--- src/rtl/iter_shift_unit.sv ---
// Iterative shifter: one bit position per clock. Done arrives shamt+1 cycles after an accepted start.
// No backpressure; a start is taken only in IDLE and ignored while busy (including the DONE cycle).
module iter_shift_unit #(
  parameter int DATA_W  = 32,
  parameter int SHAMT_W = 5
) (
  input  logic               clk,
  input  logic               reset,
  input  logic               start,
  input  logic [2:0]         op,
  input  logic [DATA_W-1:0]  data_in,
  input  logic [SHAMT_W-1:0] shamt,
  output logic               busy,
  output logic               done,
  output logic [DATA_W-1:0]  result
);

  localparam logic [1:0] IDLE  = 2'd0;
  localparam logic [1:0] SHIFT = 2'd1;
  localparam logic [1:0] DONE  = 2'd2;

  localparam logic [2:0] OP_SLL = 3'b000;
  localparam logic [2:0] OP_SRL = 3'b001;
  localparam logic [2:0] OP_SRA = 3'b010;
  localparam logic [2:0] OP_ROL = 3'b011;
  localparam logic [2:0] OP_ROR = 3'b100;

  logic [1:0]         state;
  logic [2:0]         op_q;
  logic [SHAMT_W-1:0] count;

  function automatic logic [DATA_W-1:0] shift1(input logic [DATA_W-1:0] r,
                                               input logic [2:0]        o);
    logic [DATA_W-1:0] s;
    s = r;
    case (o)
      OP_SLL:  s = {r[DATA_W-2:0], 1'b0};
      OP_SRL:  s = {1'b0, r[DATA_W-1:1]};
      OP_SRA:  s = {r[DATA_W-1], r[DATA_W-1:1]};
      OP_ROL:  s = {r[DATA_W-2:0], r[DATA_W-1]};
      OP_ROR:  s = {r[0], r[DATA_W-1:1]};
      default: s = r;
    endcase
    return s;
  endfunction

  always_ff @(posedge clk) begin
    if (!reset) begin
      state  <= IDLE;
      result <= '0;
      count  <= '0;
      op_q   <= OP_SLL;
    end else begin
      case (state)
        IDLE: begin
          if (start) begin
            result <= data_in;
            op_q   <= op;
            count  <= shamt;
            // Zero amount and pass-through ops skip straight to the done cycle.
            if ((shamt != '0) && (op <= OP_ROR)) state <= SHIFT;
            else                                 state <= DONE;
          end
        end
        SHIFT: begin
          result <= shift1(result, op_q);
          count  <= count - SHAMT_W'(1);
          if (count == SHAMT_W'(1)) state <= DONE;
        end
        DONE:    state <= IDLE;
        default: state <= IDLE;
      endcase
    end
  end

  assign busy = (state != IDLE);
  assign done = (state == DONE);

endmodule
--- config.mk ---
export PLATFORM = sky130hd
export DESIGN_NAME = iter_shift_unit
export DESIGN_NICKNAME = d
export VERILOG_FILES = /design/src/rtl/iter_shift_unit.sv
export SDC_FILE = /design/constraint.sdc
export NUM_CORES = 1
export LEC_CHECK = 0
export CORE_ASPECT_RATIO = 0.75
export CORE_MARGIN = 2
export CORE_UTILIZATION = 30
export DETAILED_ROUTE_END_ITERATION = 7
export PLACE_DENSITY = 0.55
export SLEW_MARGIN = 15
export SYNTH_ARGS = -nofsm -noshare
export SYNTH_HDL_FRONTEND = slang
export SYNTH_SLANG_ARGS = --single-unit
--- constraint.sdc ---
create_clock -name clk -period 4.1 [get_ports clk]
set_clock_uncertainty 0.1 [all_clocks]
set_input_delay 0.82 -clock clk [delete_from_list [all_inputs] [get_ports clk]]
set_output_delay 0.82 -clock clk [all_outputs]
set_load 0.05 [all_outputs]
==> impl_metrics.py, run 1 <==
metrics = {
    "die": {
        "num_rows": 28,
        "die_w_um": 110,
        "die-area_um2": 9130,
        "fp.dieH_um": 83.3,
        "start_util_pct": 31.3,
        "io_pins": 77,
        "core_area_um2": 8020,
    },
    "clocking": {
        "postCtsHoldBufs": 0,
        "htree_levels": 2,
        "cts_num_sinks": 42,
        "post_cts_resized": 0,
        "numCtsBuffers": 5,
        "max-clock-path-buffers": 2,
        "clock_latency_ns": 0.29,
        "cts_setup_buffers": 0,
        "ctsRootBufferMaster": "clkbuf_8",
        "path_clk_slew_ns": 0.08,
        "cts_tree": "built",
    },
    "synthesis": {
        "synth_area_leader_cell": "dfxtp_1",
        "synthArstFlopShare_pct": 0,
        "syn_area_um2": 2510,
        "avgSynthCellArea_um2": 9.38,
        "syn_nets": 313,
        "synth-seq-cells": 42,
        "ys_warn_count": 0,
        "synth.top_cell.area_share_pct": 33.4,
        "synth_cell_types": 36,
        "postSynth.topFlopCell": "dfxtp_1",
        "syn_inst": 268,
        "synth_edf_count": 0,
        "synthTopCellsByArea": "dfxtp_1, o211ai_2, mux2i_1",
        "ys_seq_area_share_pct": 33.4,
    },
    "power": {
        "peakVddDrop_mv": 0.125,
        "p_leak_uw": 0.00120,
        "p_per_area_nw_per_um2": 376,
    },
    "routing": {
        "num_vias": 2302,
        "wl_mm": 7.04,
        "drt-initial-drc-count": 99,
        "firstDrtPassIters": 4,
        "wl_per_cell_um": 16.3,
        "via_per_inst": 5.32,
        "antenna_left": 0,
        "drc_errors": 0,
    },
    "grt": {
        "grt_max_degree": 39,
        "grt_pass1_vias": 2318,
        "grt_usage_pct": 15.6,
        "grt_overflow": 0,
        "grt_pass1_wl_mm": 11.5,
        "antenna_found_initial": 0,
    },
    "sta": {
        "hold_viol_final": 0,
        "relSlewSlack_pct": 53.4,
        "finalSetupViolations": 0,
        "fin_crit_sh_pct": 69.1,
        "fmax_ghz": 0.353,
        "slew_violations": 0,
        "finalSetupTns_ns": 0,
        "fin_crit_ns": 2.83,
        "tightest_slew_ns": 0.696,
        "rsz0062_at_grt": "no",
    },
    "placed_design": {
        "hpwl_mm": 4.93,
        "post_dp_cell_area_um2": 3290,
        "gp_congestion": 0.820,
        "io_buffers": 76,
    },
    "finish": {
        "nets": 373,
        "final_area_um2": 3370,
        "postLayoutCoreUtil_pct": 42.0,
        "final_common_cell": "clkdlybuf4s50_1",
        "layout-drive-gt1-share_pct": 14.3,
        "insertedDiodeCount": 0,
        "areaGrowthSynthToFinish_pct": 34.1,
        "final_cell_mix": "clkdlybuf4s50_1, dfxtp_1, nand3_1",
    },
    "worst_setup_path": {
        "crit_type": "flip-flop to primary output",
        "cp_max_fo": 16,
        "crit_path_start": "state[0]",
        "crit_arrival_ns": 1.91,
        "worstPathRequired_ns": 3.18,
        "timing.rr.start": "op_q[2]",
        "cp-start-kind": "flip-flop",
        "cp-end-kind": "primary output",
    },
    "flow_run": {
        "max_cap_viol_count": 0,
    },
    "run_status": {
        "status": "completed",
    },
    "worst_hold_path": {
        "hold_start": "count[1]",
        "min_path_type": "flip-flop to flip-flop",
    },
}
-- state kept, by name, indices dropped and copies added (netlist names) --
name / flops
count: 5
result: 32
state: 2
op_q: 3
-- area by class of cell --
class / instances / area (µm²)
Clock buffer: 7 / 76.3
Fill cell: 799 / 4650
Inverter: 4 / 15.0
Multi-Input combinational cell: 193 / 1510
Sequential cell: 42 / 841
Tap cell: 105 / 131
Timing Repair Buffer: 82 / 801
-- final timing paths --
kind / end / slack [ns] / cells past startpoint
worst min register to register: count[1] / 0.38 / 2
worst max-delay path: busy / 1.27 / 2
worst max register to register: result[4] / 1.82 / 5
worst min-delay path: count[1] / 0.38 / 2
-- synth_stat cells (3+ instances only) --
cell type	instances
dfxtp_1	42
nand3_1	37
mux2i_1	34
nand4_1	30
o211ai_2	30
clkbuf_1	18
buf_2	7
nor2b_1	6
nand2_1	5
nor2_1	5
nor3_1	5
o211ai_1	5
a21oi_1	4
inv_1	4
o21ai_0	4
a31oi_1	3
nand2b_1	3
o21a_1	3
-- logic make-up after synthesis --
family          after synthesis  share of synthesized area (%)
mux                          34                           13.5
simple gates                 94                           20.6
flops                        42                           33.4
fa+ha+maj                     2                          0.995
buf+inv                      33                           6.97
xor+xnor                      2                          0.697
compound gates               61                           23.7
-- power breakdown --
part / switching [µW] / total, µW / leakage (µW) / internal [µW]
registers: 56.6 / 509 / 0.000346 / 453
clock network: 137 / 254 / 0.0000383 / 117
logic: 305 / 505 / 0.000815 / 200
total: 498 / 1270 / 0.00120 / 770
-- stage by stage --
stage / setup WS [ns] / instances / hold WS, ns / power, µW
floorplan: 1.98 / 268 / 0.354 / 872
global placement: 1.27 / 426 / 0.376 / 1020
detailed placement: 1.23 / 426 / 0.381 / 1030
CTS: 1.25 / 433 / 0.391 / 1280
global route: 1.18 / 433 / 0.409 / 1340
finish: 1.27 / 433 / 0.384 / 1270
-- critical path, cell delays in order (launching register included) --
cell and delay, ns:
dfxtp_1 0.64, or2_2 0.20, clkdlybuf4s50_1 0.79
-- per-layer routing --
layer  vias to the layer above  part of all wire [%]  global-route usage [%]
met4                         0                  0.84                    4.37
met3                         5                   4.1                    3.22
met5                         -                     0                       0
met1                      1093                    49                    21.0
met2                        54                    47                    24.9
li1                       1150                     -                       -
Note: power is estimated with default switching activity, not from simulation.
==> inputs of run 2 (changes only) <==
Clock period 4.1 ns to 2.7 ns, I/O delays scaled along.
==> run 2 against run 1 <==
Compared with the run above:
- combinational power increased by 56%
- register-to-register slack got worse by 1.3 ns
- flip-flop and latch count unchanged
- critical path type unchanged
- die area unchanged
- sequential share of layout area shrank 0.51 points
- worst setup slack got worse by 1.0 ns
- count of clock-buffer cells in the layout did not move
- clock power increased by 71%
- largest power group is now combinational cells
- non-clock buffer count grew 4
- global-route usage rose by 0.23 points
- first-iteration DRC count up 65%
- via count is 3.2% higher
==> impl_metrics.py, run 2 (synthesis gave the netlist of run 1 again) <==
metrics = {
    "worst_setup_path": {
        "r2r_end": "result[17]",
        "crit_arrival_ns": 1.79,
        "crit_path_start": "state[1]",
        "timing.rr.start": "op_q[0]",
        "rr_worst_depth": 5,
        "cp-start-kind": "flip-flop",
        "cp-end-kind": "primary output",
        "crit_type": "flip-flop to primary output",
        "cp_max_fo": 7,
        "r2r_slack_ns": 0.56,
        "worstPathRequired_ns": 2.06,
    },
    "power": {
        "peakVddDrop_mv": 0.224,
        "p_leak_uw": 0.00124,
        "p_per_area_nw_per_um2": 580,
    },
    "sta": {
        "relSlewSlack_pct": 43.1,
        "slew_violations": 0,
        "fmax_ghz": 0.412,
        "fin_crit_ns": 2.43,
        "fin_crit_sh_pct": 90.0,
        "finalSetupTns_ns": 0,
        "tightest_slew_ns": 0.854,
        "hold_viol_final": 0,
        "rsz0062_at_grt": "no",
        "finalSetupViolations": 0,
        "hold_ws_ns": 0.412,
    },
    "placed_design": {
        "gp_congestion": 0.844,
        "hpwl_mm": 5.00,
        "dp_cells": 430,
        "io_buffers": 76,
    },
    "finish": {
        "final_common_cell": "clkdlybuf4s50_1",
        "top_regs": "result x32, count x5, op_q x3",
        "insertedDiodeCount": 0,
        "areaGrowthSynthToFinish_pct": 36.9,
        "postLayoutCoreUtil_pct": 42.9,
        "largest_reg_flops": 32,
        "nets": 377,
        "final_cell_mix": "clkdlybuf4s50_1, dfxtp_1, nand3_1",
        "layout-drive-gt1-share_pct": 15.9,
        "finalNonFillerCells": 438,
        "top_register": "result",
    },
    "run_status": {
        "status": "completed",
    },
    "clocking": {
        "ctsRootBufferMaster": "clkbuf_8",
        "clock_latency_ns": 0.30,
        "postCtsHoldBufs": 0,
        "path_clk_slew_ns": 0.08,
        "htree_levels": 2,
        "numCtsBuffers": 5,
        "post_cts_resized": 0,
        "cts_setup_buffers": 0,
        "cts_num_sinks": 42,
        "cts_tree": "built",
        "max-clock-path-buffers": 2,
    },
    "die": {
        "start_util_pct": 31.3,
        "die_w_um": 110,
        "die-area_um2": 9130,
        "io_pins": 77,
        "num_rows": 28,
        "core_area_um2": 8020,
        "fp.dieH_um": 83.3,
    },
    "grt": {
        "grt_usage_pct": 15.8,
        "grt_max_degree": 34,
        "grt_pass1_vias": 2238,
        "grt_overflow": 0,
        "grt_pass1_wl_mm": 11.6,
        "antenna_found_initial": 0,
    },
    "flow_run": {
        "max_cap_viol_count": 0,
    },
    "routing": {
        "num_vias": 2376,
        "drt-initial-drc-count": 163,
        "antenna_left": 0,
        "via_per_inst": 5.42,
        "wl_mm": 7.04,
        "drc_errors": 0,
        "wl_per_cell_um": 16.1,
        "firstDrtPassIters": 4,
    },
    "worst_hold_path": {
        "hold_end": "count[1]",
        "min_path_type": "flip-flop to flip-flop",
        "min_path_cells": 2,
        "hold_start": "count[1]",
    },
}
[run 2: metrics by stage]
| step | instance area [µm²] | worst slack [ns] | total power, µW |
|---|---|---|---|
| 2_1_floorplan | 2510 | 0.857 | 1320 |
| 3_3_place_gp | 3350 | 0.447 | 1570 |
| 3_5_place_dp | 3350 | 0.396 | 1570 |
| 4_1_cts | 3440 | 0.256 | 2010 |
| 5_1_grt | 3440 | 0.154 | 2100 |
| 6_report | 3440 | 0.271 | 1990 |
[run 2: area by class of cell]
| class | count | area [µm²] |
|---|---|---|
| clock buffer | 7 | 86.3 |
| multi-input combinational | 193 | 1510 |
| fill | 794 | 4580 |
| inverter | 4 | 15.0 |
| sequential | 42 | 841 |
| clock inverter | 1 | 5.00 |
| timing repair buffer | 86 | 856 |
| tap | 105 | 131 |
[run 2: per-layer routing]
metal	track usage, %	wire (µm)
met5	0	0
met4	3.80	64
met1	24.1	3520
met3	3.45	379
met2	22.2	3070
[run 2: how the worst max path moves through the flow]
stage               cells past startpoint         end  slack, ns
global route                            3        done       0.15
CTS                                     3        done       0.26
detailed placement                      6  result[19]       0.40
floorplan                               2        done       0.86
global placement                        6  result[30]       0.45
finish                                  3        done       0.27
[run 2: power breakdown]
| group | internal [µW] | switching [µW] | total, µW |
|---|---|---|---|
| Clock | 207 | 228 | 434 |
| Combinational | 320 | 468 | 788 |
| Sequential | 688 | 85.1 | 773 |
| Total | 1210 | 781 | 1990 |
[run 2: critical path, stage by stage (launching register included)]
cell	delay, ns
dfxtp_1	0.43
inv_1	0.15
nor2_1	0.11
clkdlybuf4s50_1	0.80
